## src/rtl/mem_stage.sv

```systemverilog
// MIPS memory stage: tracks the data_ok for each held load/store, buffers read
// data across writeback stalls, extracts load results and drops stale responses.
module mem_stage #(
  parameter int ES_TO_MS_BUS_WD = 163,
  parameter int MS_TO_WS_BUS_WD = 152
) (
  input  logic                       clk,
  input  logic                       reset,
  input  logic                       ws_allowin,
  output logic                       ms_allowin,
  input  logic                       es_to_ms_valid,
  input  logic [ES_TO_MS_BUS_WD-1:0] es_to_ms_bus,
  output logic                       ms_to_ws_valid,
  output logic [MS_TO_WS_BUS_WD-1:0] ms_to_ws_bus,
  input  logic [31:0]                data_sram_rdata,
  input  logic                       data_sram_dataok,
  output logic                       ms_handle_ex,
  input  logic                       ws_handle_ex,
  output logic                       ms_fwd_we,
  output logic [4:0]                 ms_fwd_dest,
  output logic [31:0]                ms_fwd_data,
  output logic                       ms_fwd_stall
);

  typedef struct packed {
    logic        store_inst;
    logic        load_inst;
    logic        ex;
    logic [4:0]  exccode;
    logic        bd;
    logic [31:0] badvaddr;
    logic        eret;
    logic        mtc0;
    logic [7:0]  cp0_addr;
    logic [31:0] rt_value;
    logic        res_from_cp0;
    logic        res_from_mem;
    logic [1:0]  addr_low;
    logic        lb, lbu, lh, lhu, lwl, lwr;
    logic        gr_we;
    logic [4:0]  dest;
    logic [31:0] alu_result;
    logic [31:0] pc;
  } es_bus_t;

  typedef struct packed {
    logic        ex;
    logic [4:0]  exccode;
    logic        bd;
    logic [31:0] badvaddr;
    logic        eret;
    logic        mtc0;
    logic [7:0]  cp0_addr;
    logic [31:0] cp0_wdata;
    logic        res_from_cp0;
    logic        gr_we;
    logic [4:0]  dest;
    logic [31:0] final_result;
    logic [31:0] pc;
  } ms_bus_t;

  logic        r_ms_valid;
  es_bus_t     r_bus;
  logic        r_buf_valid;
  logic [31:0] r_buf_data;
  logic [1:0]  r_discard_cnt;

  logic        w_need_data, w_discard, w_owned, w_data_ready, w_ready_go;
  logic        w_handshake, w_discard_inc;
  logic [31:0] w_word, w_load, w_final;
  logic [7:0]  w_byte;
  logic [15:0] w_half;
  ms_bus_t     w_out;

  // Pending discards always claim a response before the current instruction does.
  assign w_need_data  = r_ms_valid && (r_bus.load_inst || r_bus.store_inst) && !r_bus.ex;
  assign w_discard    = data_sram_dataok && (r_discard_cnt != 2'd0);
  assign w_owned      = data_sram_dataok && (r_discard_cnt == 2'd0) && w_need_data && !r_buf_valid;
  assign w_data_ready = r_buf_valid || w_owned;
  assign w_ready_go   = !w_need_data || w_data_ready;

  assign ms_allowin     = !r_ms_valid || (w_ready_go && ws_allowin);
  assign ms_to_ws_valid = r_ms_valid && w_ready_go && !ws_handle_ex;
  assign w_handshake    = ms_to_ws_valid && ws_allowin;
  assign w_discard_inc  = ws_handle_ex && w_need_data && !w_data_ready;

  always_ff @(posedge clk) begin
    if (reset) begin
      r_ms_valid <= 1'b0;
      r_bus      <= '0;
    end else begin
      if (ws_handle_ex)    r_ms_valid <= 1'b0;
      else if (ms_allowin) r_ms_valid <= es_to_ms_valid;
      if (es_to_ms_valid && ms_allowin) r_bus <= es_to_ms_bus;
    end
  end

  always_ff @(posedge clk) begin
    if (reset) begin
      r_buf_valid <= 1'b0;
      r_buf_data  <= '0;
    end else if (w_handshake || ws_handle_ex) begin
      r_buf_valid <= 1'b0;
    end else if (w_owned) begin
      r_buf_valid <= 1'b1;
      r_buf_data  <= data_sram_rdata;
    end
  end

  always_ff @(posedge clk) begin
    if (reset) r_discard_cnt <= 2'd0;
    else begin
      case ({w_discard_inc, w_discard})
        2'b10:   r_discard_cnt <= r_discard_cnt + 2'd1;
        2'b01:   r_discard_cnt <= r_discard_cnt - 2'd1;
        default: r_discard_cnt <= r_discard_cnt;
      endcase
    end
  end

  // Little-endian extraction; lwl/lwr merge the word with the old rt value.
  always_comb begin
    w_word = r_buf_valid ? r_buf_data : data_sram_rdata;
    w_byte = w_word[8*r_bus.addr_low +: 8];
    w_half = r_bus.addr_low[1] ? w_word[31:16] : w_word[15:0];
    w_load = w_word;
    if (r_bus.lb)       w_load = {{24{w_byte[7]}}, w_byte};
    else if (r_bus.lbu) w_load = {24'd0, w_byte};
    else if (r_bus.lh)  w_load = {{16{w_half[15]}}, w_half};
    else if (r_bus.lhu) w_load = {16'd0, w_half};
    else if (r_bus.lwl) begin
      case (r_bus.addr_low)
        2'd0:    w_load = {w_word[7:0],  r_bus.rt_value[23:0]};
        2'd1:    w_load = {w_word[15:0], r_bus.rt_value[15:0]};
        2'd2:    w_load = {w_word[23:0], r_bus.rt_value[7:0]};
        default: w_load = w_word;
      endcase
    end else if (r_bus.lwr) begin
      case (r_bus.addr_low)
        2'd0:    w_load = w_word;
        2'd1:    w_load = {r_bus.rt_value[31:24], w_word[31:8]};
        2'd2:    w_load = {r_bus.rt_value[31:16], w_word[31:16]};
        default: w_load = {r_bus.rt_value[31:8],  w_word[31:24]};
      endcase
    end
  end

  assign w_final = r_bus.res_from_mem ? w_load : r_bus.alu_result;

  always_comb begin
    w_out              = '0;
    w_out.ex           = r_bus.ex;
    w_out.exccode      = r_bus.exccode;
    w_out.bd           = r_bus.bd;
    w_out.badvaddr     = r_bus.badvaddr;
    w_out.eret         = r_bus.eret;
    w_out.mtc0         = r_bus.mtc0;
    w_out.cp0_addr     = r_bus.cp0_addr;
    w_out.cp0_wdata    = r_bus.rt_value;
    w_out.res_from_cp0 = r_bus.res_from_cp0;
    w_out.gr_we        = r_bus.gr_we && !r_bus.ex;
    w_out.dest         = r_bus.dest;
    w_out.final_result = w_final;
    w_out.pc           = r_bus.pc;
  end

  assign ms_to_ws_bus = w_out;
  assign ms_handle_ex = r_ms_valid && (r_bus.ex || r_bus.eret);
  assign ms_fwd_we    = r_ms_valid && r_bus.gr_we && !r_bus.ex;
  assign ms_fwd_dest  = r_bus.dest;
  assign ms_fwd_data  = w_final;
  assign ms_fwd_stall = r_ms_valid && (r_bus.res_from_cp0 ||
                        (r_bus.load_inst && !r_bus.ex && !w_data_ready));

endmodule

```

## config.mk

```make
export PLATFORM = sky130hd
export DESIGN_NAME = mem_stage
export DESIGN_NICKNAME = d
export VERILOG_FILES = /design/src/rtl/mem_stage.sv
export SDC_FILE = /design/constraint.sdc
export NUM_CORES = 1
export LEC_CHECK = 0
export CORE_MARGIN = 2
export CORE_UTILIZATION = 49
export DETAILED_ROUTE_END_ITERATION = 10
export GPL_TIMING_DRIVEN = 1
export PLACE_DENSITY = 0.84
export SETUP_SLACK_MARGIN = 0.05
export SLEW_MARGIN = 20
export SYNTH_ARGS = -nofsm -noshare
export SYNTH_HDL_FRONTEND = slang
export SYNTH_SLANG_ARGS = --single-unit
```

## constraint.sdc

```tcl
create_clock -name clk -period 3.86 [get_ports clk]
set_input_delay 0.772 -clock clk [delete_from_list [all_inputs] [get_ports clk]]
set_output_delay 0.772 -clock clk [all_outputs]
set_load 0.01 [all_outputs]
```

After elaboration in Yosys (flattened, before gate mapping)
Cells that the tools add are included.
{ "totals": {"reg_bits": 199, "input_bits": 201, "output_inout_bits": 194} }
{ "op_classes": {"add_sub_neg": 2, "eq_ne": 4, "shifts": 1, "muxes": 12, "bitwise_logic": 1, "n_reduce_logical": 40} }
{ "op_table": {"columns": ["operator", "n"], "rows": [
  ["$mux 32", 8],
  ["$pmux 32 s3", 2],
  ["$shiftx 32x6->8", 1],
  ["$logic_and 1x1->1", 20],
  ["$mux 16", 1],
  ["$logic_or 1x1->1", 7],
  ["$logic_not 1->1", 6],
  ["$eq 2x1->1 const B", 2],
  ["$eq 2x2->1 const B", 2],
  ["$logic_not 2->1", 2],
  ["$pmux 2 s2", 1],
  ["$reduce_bool 2->1", 2],
  ["$reduce_or 2->1", 2],
  ["$add 2x1->2 const B", 1],
  ["$reduce_and 2->1", 1],
  ["$sub 2x1->2 const B", 1],
  ["$not 1->1", 1]
]} }

Longest topological paths before layout
{ "logic_depth": {"word_depth": 13, "ltp_mapped": 10, "ltp_nobuf": 8} }

Worst setup path before layout
OpenSTA, ideal clock, no wires.
{ "synth_path": {"kind": "input to output", "start": "input port data_sram_rdata[7]", "end": "output port ms_to_ws_bus[59]", "arrival_ps": 2255, "path_slack_ps": 833, "cell_stages": 7, "path_cell_list": "mux4_2 > nor2_1 > a221oi_1 > a21oi_1 > buf_2 > o22ai_1 > buf_4"} }
{ "synth_via": {"elab_chain_cells": 4} }
{ "synth_lines": {"columns": ["element", "line", "rtl"], "rows": [
  ["start, declared", "15", "input logic [31:0] data_sram_rdata,"],
  ["$mux 32", "123", "w_word = r_buf_valid ? r_buf_data : data_sram_rdata;"],
  ["$shiftx 32x6->8", "124", "w_byte = w_word[8*r_bus.addr_low +: 8];"],
  ["$mux 32", "127", "if (r_bus.lb) w_load = {{24{w_byte[7]}}, w_byte};"],
  ["$mux 32", "148", "assign w_final = r_bus.res_from_mem ? w_load : r_bus.alu_result;"],
  ["end, declared", "14", "output logic [MS_TO_WS_BUS_WD-1:0] ms_to_ws_bus,"]
]} }
Every way passes these cells.

Final worst setup path
{ "layout_path": {"start": "input port data_sram_rdata[10]", "end": "output port ms_fwd_data[2]"} }
{ "layout_via": {"elab_chain_cells": 9, "word_cells_on_any_way": 10} }
{ "layout_lines": {"columns": ["element", "line", "rtl"], "rows": [
  ["$mux 32 (*)", "123", null],
  ["$pmux 32 s3", "139", "case (r_bus.addr_low)"],
  ["$mux 32", "138", "end else if (r_bus.lwr) begin"],
  ["$mux 32", "131", "else if (r_bus.lwl) begin"],
  ["$mux 32", "130", "else if (r_bus.lhu) w_load = {16'd0, w_half};"],
  ["$mux 32", "129", "else if (r_bus.lh) w_load = {{16{w_half[15]}}, w_half};"],
  ["$mux 32", "128", "else if (r_bus.lbu) w_load = {24'd0, w_byte};"],
  ["$mux 32 (*)", "127", null],
  ["$mux 32 (*)", "148", null],
  ["end, declared", "21", "output logic [31:0] ms_fwd_data,"]
]} }
Every way passes the cells marked *; elsewhere a longest branch is shown, timed or not.

==> metrics.md <==
| Metric | Value |
|---|---|
| Required time of the critical path | `3.09 ns` |
| Count of state elements after synthesis | `199` |
| Routed via count divided by cell count | `5.70` |
| Nets@finish | `1,860` |
| Number of buffer cells added on primary ports | `394` |
| Initial antenna violation count | `1` |
| Warnings, synthesis | `0` |
| First-pass GRT wire length | `58,300 um` |
| Total power per unit cell area | `365 mW/mm^2` |
| Cell class contributing the biggest share of worst-path delay | `buffers and inverters` |
| Net count after synthesis | `1,669` |
| Initial core utilization | `49.6%` |
| Number of endpoints with negative hold slack in the final report | `0` |
| Buffer count from post-CTS setup fixing | `0` |
| Sw Ratio | `31.3%` |
| Relative max-transition margin | `48.1%` |
| Highest clock frequency the design can meet | `0.265 GHz` |
| Clock share of power | `35.0%` |
| Final instance area | `0.0147 mm^2` |
| Largest vdd supply drop | `0.321 mV` |
| Clock tree from TritonCTS | `done` |
| Clock Tree Buf Depth | `2` |
| Count of hold-fix buffers inserted at cts | `0` |
| Critical path startpoint category | `primary input` |
| Final setup violation count | `0` |
| # fillers | `1,914` |
| Cells traversed along the worst timing path | `clkdlybuf4s50_1 > mux2i_1 > a22oi_1 > o221ai_1 > o21ai_0 > clkdlybuf4s50_1` |
| Post-route antenna net violation count | `0` |
| Transition at the pin with the smallest max-transition slack | `0.778 ns` |
| Crit share post-route | `97.8%` |
| DR iter-0 viols | `1,086` |
| Accumulated negative setup slack | `0 ns` |
| Per-cell routed wire length | `19.9 um` |
| Pin count of the biggest net entering global routing | `98` |
| H-tree depth reported by CTS | `4` |
| Critical-path maximum fanout | `4` |
| Number of standard cells in the layout, taps in and fillers out | `1,957` |
| Minimum setup slack after placement | `-0.0923 ns` |
| Critical path's largest stage delay | `0.61 ns` |
| Setup repair after global routing missed its margin | `yes` |
| Area of the placeable core | `0.0224 mm^2` |
| Worst path arrival time | `3.00 ns` |
| Syn Inst Count | `1,467` |
| Final slew viol count | `0` |
| Number of enable-type register cells in the synthesized netlist | `0` |
| Async S/R FF share, synth | `0%` |
| Class of the most critical hold timing path | `reg -> reg` |
| Share of layout cells above drive strength 1 | `8.20%` |
| Final setup margin | `0.0858 ns` |
| Number of detailed-route iterations in the first pass | `5` |
| Proportion of power drawn by combinational gates | `23.3%` |
| DRC violations left | `0` |
| CP bufs+invs | `2` |
| Result of the run | `completed` |
| Master cell of the clock root buffer | `clkbuf_16` |
| Insertion delay of the later-clocked pin in the worst-skew pair | `0.47 ns` |
| Placer congestion estimate | `0.992` |
| Minimum clock period | `3.77 ns` |
| Mean area per synthesized cell | `7.58 um^2` |
| Kind of capture point of the worst setup path | `output port` |
| Post-placement cell count | `1,924` |
| Number of buffers added by the clock tree synthesis step | `17` |
| Number of clock sinks | `199` |
| Count of standard-cell rows | `55` |
| Max-capacitance violation count | `0` |
| Total wirelength of the detailed-routed design | `39,000 um` |
| Die outline area | `0.0239 mm^2` |
| Via count | `11,100` |
| Cell area after synthesis | `0.0111 mm^2` |
| Primary flip-flop cell chosen by synthesis mapping | `dfxtp_1` |
| Placed wire-length estimate after detailed placement | `28,900 um` |
| Worst setup skew after layout | `0.0217 ns` |
| Power Internal | `3.70 mW` |
| Global route overflow | `0` |
| Standby leakage power | `5.52 nW` |
| Library cells used by synthesis | `47` |
| Flop pwr share | `41.7%` |
| Vias in the first global route | `10,700` |
| Most used cell along the critical path | `clkdlybuf4s50_1` |
| Die Y | `155 um` |
| Total Routing Usage GR | `31.3%` |
| Io pins | `395` |
| Die boundary width | `155 um` |
| Clock-pin transition on the worst setup and hold timing paths | `0.08 ns` |
| Net switching power of the design | `1.68 mW` |
| Slowest cell on the critical path | `clkdlybuf4s50_1` |
| Type of the worst setup path | `in -> out` |
| Area growth from synthesis to final layout | `32.6%` |
| Area after detailed placement | `0.0141 mm^2` |
| Sequential cell area fraction in the yosys report | `35.8%` |
## cells by family after synthesis
group / after synthesis / synth area share (%)
AOI/OAI and AO/OA: 412 / 22.1
DFF: 199 / 35.8
xor gates and xnor gates: 2 / 0.158
muxes: 64 / 7.23
buffers and inverters: 282 / 16.5
and+or+nand+nor: 507 / 18.1
adders and majority gates: 1 / 0.112
## final cells by class
| type | count | area, um^2 | share of cell area, % |
|---|---|---|---|
| diodes | 1 | 2.50 | 0.0170 |
| clock buffers | 18 | 439 | 2.98 |
| clock inverters | 14 | 193 | 1.31 |
| inverters | 13 | 48.8 | 0.331 |
| multi-input cells | 986 | 5390 | 36.6 |
| flip-flops and latches | 199 | 3990 | 27.1 |
| well taps | 285 | 357 | 2.42 |
| repair buffers | 441 | 4320 | 29.3 |
## power by group through the flow
stage          combinational [mW]  sequential (mW)  clock (mW)
6_report                     1.25             2.24        1.88
2_1_floorplan               0.734             2.25           0
5_1_grt                      1.34             2.25        1.98
4_1_cts                      1.24             2.24        1.90
3_5_place_dp                 1.27             2.29           0
3_3_place_gp                 1.25             2.28           0
## path summary, 6_finish.rpt
| path | cells after the start | to | slack, ns | from |
|---|---|---|---|---|
| setup reg to reg | 6 | ms_to_ws_bus[136] | 1.24 | r_ms_valid |
| hold / removal | 2 | ms_to_ws_bus[129] | 0.45 | ms_to_ws_bus[129] |
| hold reg to reg | 2 | ms_to_ws_bus[129] | 0.45 | ms_to_ws_bus[129] |
| setup / recovery | 6 | ms_fwd_data[2] | 0.09 | data_sram_rdata[10] |
## through the flow
step                hold slack [ns]  utilization, %  total power, mW
detailed placement            0.446            62.9             3.55
floorplan                     0.431               -             2.98
global placement              0.440            62.9             3.53
global route                  0.472            65.7             5.57
finish                        0.454            65.7             5.38
CTS                           0.457            65.6             5.38
## layer usage
| metal | wire length, um | track usage [%] |
|---|---|---|
| met1 | 14800 | 37.2 |
| met2 | 18900 | 53.2 |
| met3 | 3380 | 6.95 |
| met4 | 1860 | 15.7 |
| met5 | 0 | 0 |
## registers in the layout, indices dropped and copies added, names as in the netlist
register,cells
ms_to_ws_bus,114
r_buf_data,32
r_discard_cnt,2
ms_fwd_dest,5
r_buf_valid,1
r_bus,44
r_ms_valid,1
## repair_timing
item | in CTS | in global routing
cloned | 0 | 0
setup endpoints to repair | 64 | 16
gates resized for setup | 61 | 9
## placed cells by master, fill, tap and decap left out, drive strengths merged, types with 8 or more instances in the layout
cell           synthesis  routed
buf                  215      48
dlygate4sd2            0      50
o22ai                 15      15
a221o                  8       8
a221oi                 9       9
a22oi                 14      14
a21oi                251     251
nand2                413     413
o211ai                23      23
mux4                  11      11
clkdlybuf4s50          0     343
clkinv                 0       8
inv                   13      19
clkbuf                54      18
mux2                  21      21
mux2i                 32      32
nor3                  12      12
nand2b                 9       9
o21ai                 35      35
o221ai                 8       8
dfxtp                199     199
a22o                  15      15
nor2                  51      51
## cells in the mapped netlist (all sizes together), types with 2 or more instances
master,count,area (um^2)
o22ai,15,93.8
buf,215,1580
o32ai,2,17.5
a2111oi,3,26.3
and2,5,31.3
and3b,2,17.5
nor2b,6,37.5
o211ai,23,173
o221ai,8,70.1
dfxtp,199,3980
nor3,12,60.1
a21oi,251,1260
o2111ai,7,61.3
a31oi,2,12.5
nand2,413,1550
o211a,7,70.1
mux2,21,236
a221oi,9,78.8
or3,3,18.8
o21ai,35,175
a22oi,14,105
a221o,8,80.1
inv,13,48.8
nor3b,2,15.0
mux2i,32,320
a211o,7,61.3
or2,3,18.8
mux4,11,248
a22o,15,131
clkbuf,54,203
nand2b,9,56.3
nor2,51,191
## worst register-to-register path, stage by stage (launching register included)
cell	delay, ns
dfxtp_1	0.52
nor2b_1	0.30
a41o_1	0.34
a21bo_4	0.66
buf_4	0.47
nand2_1	0.10
a21oi_1	0.16
Note: power is estimated with default switching activity, not from simulation.
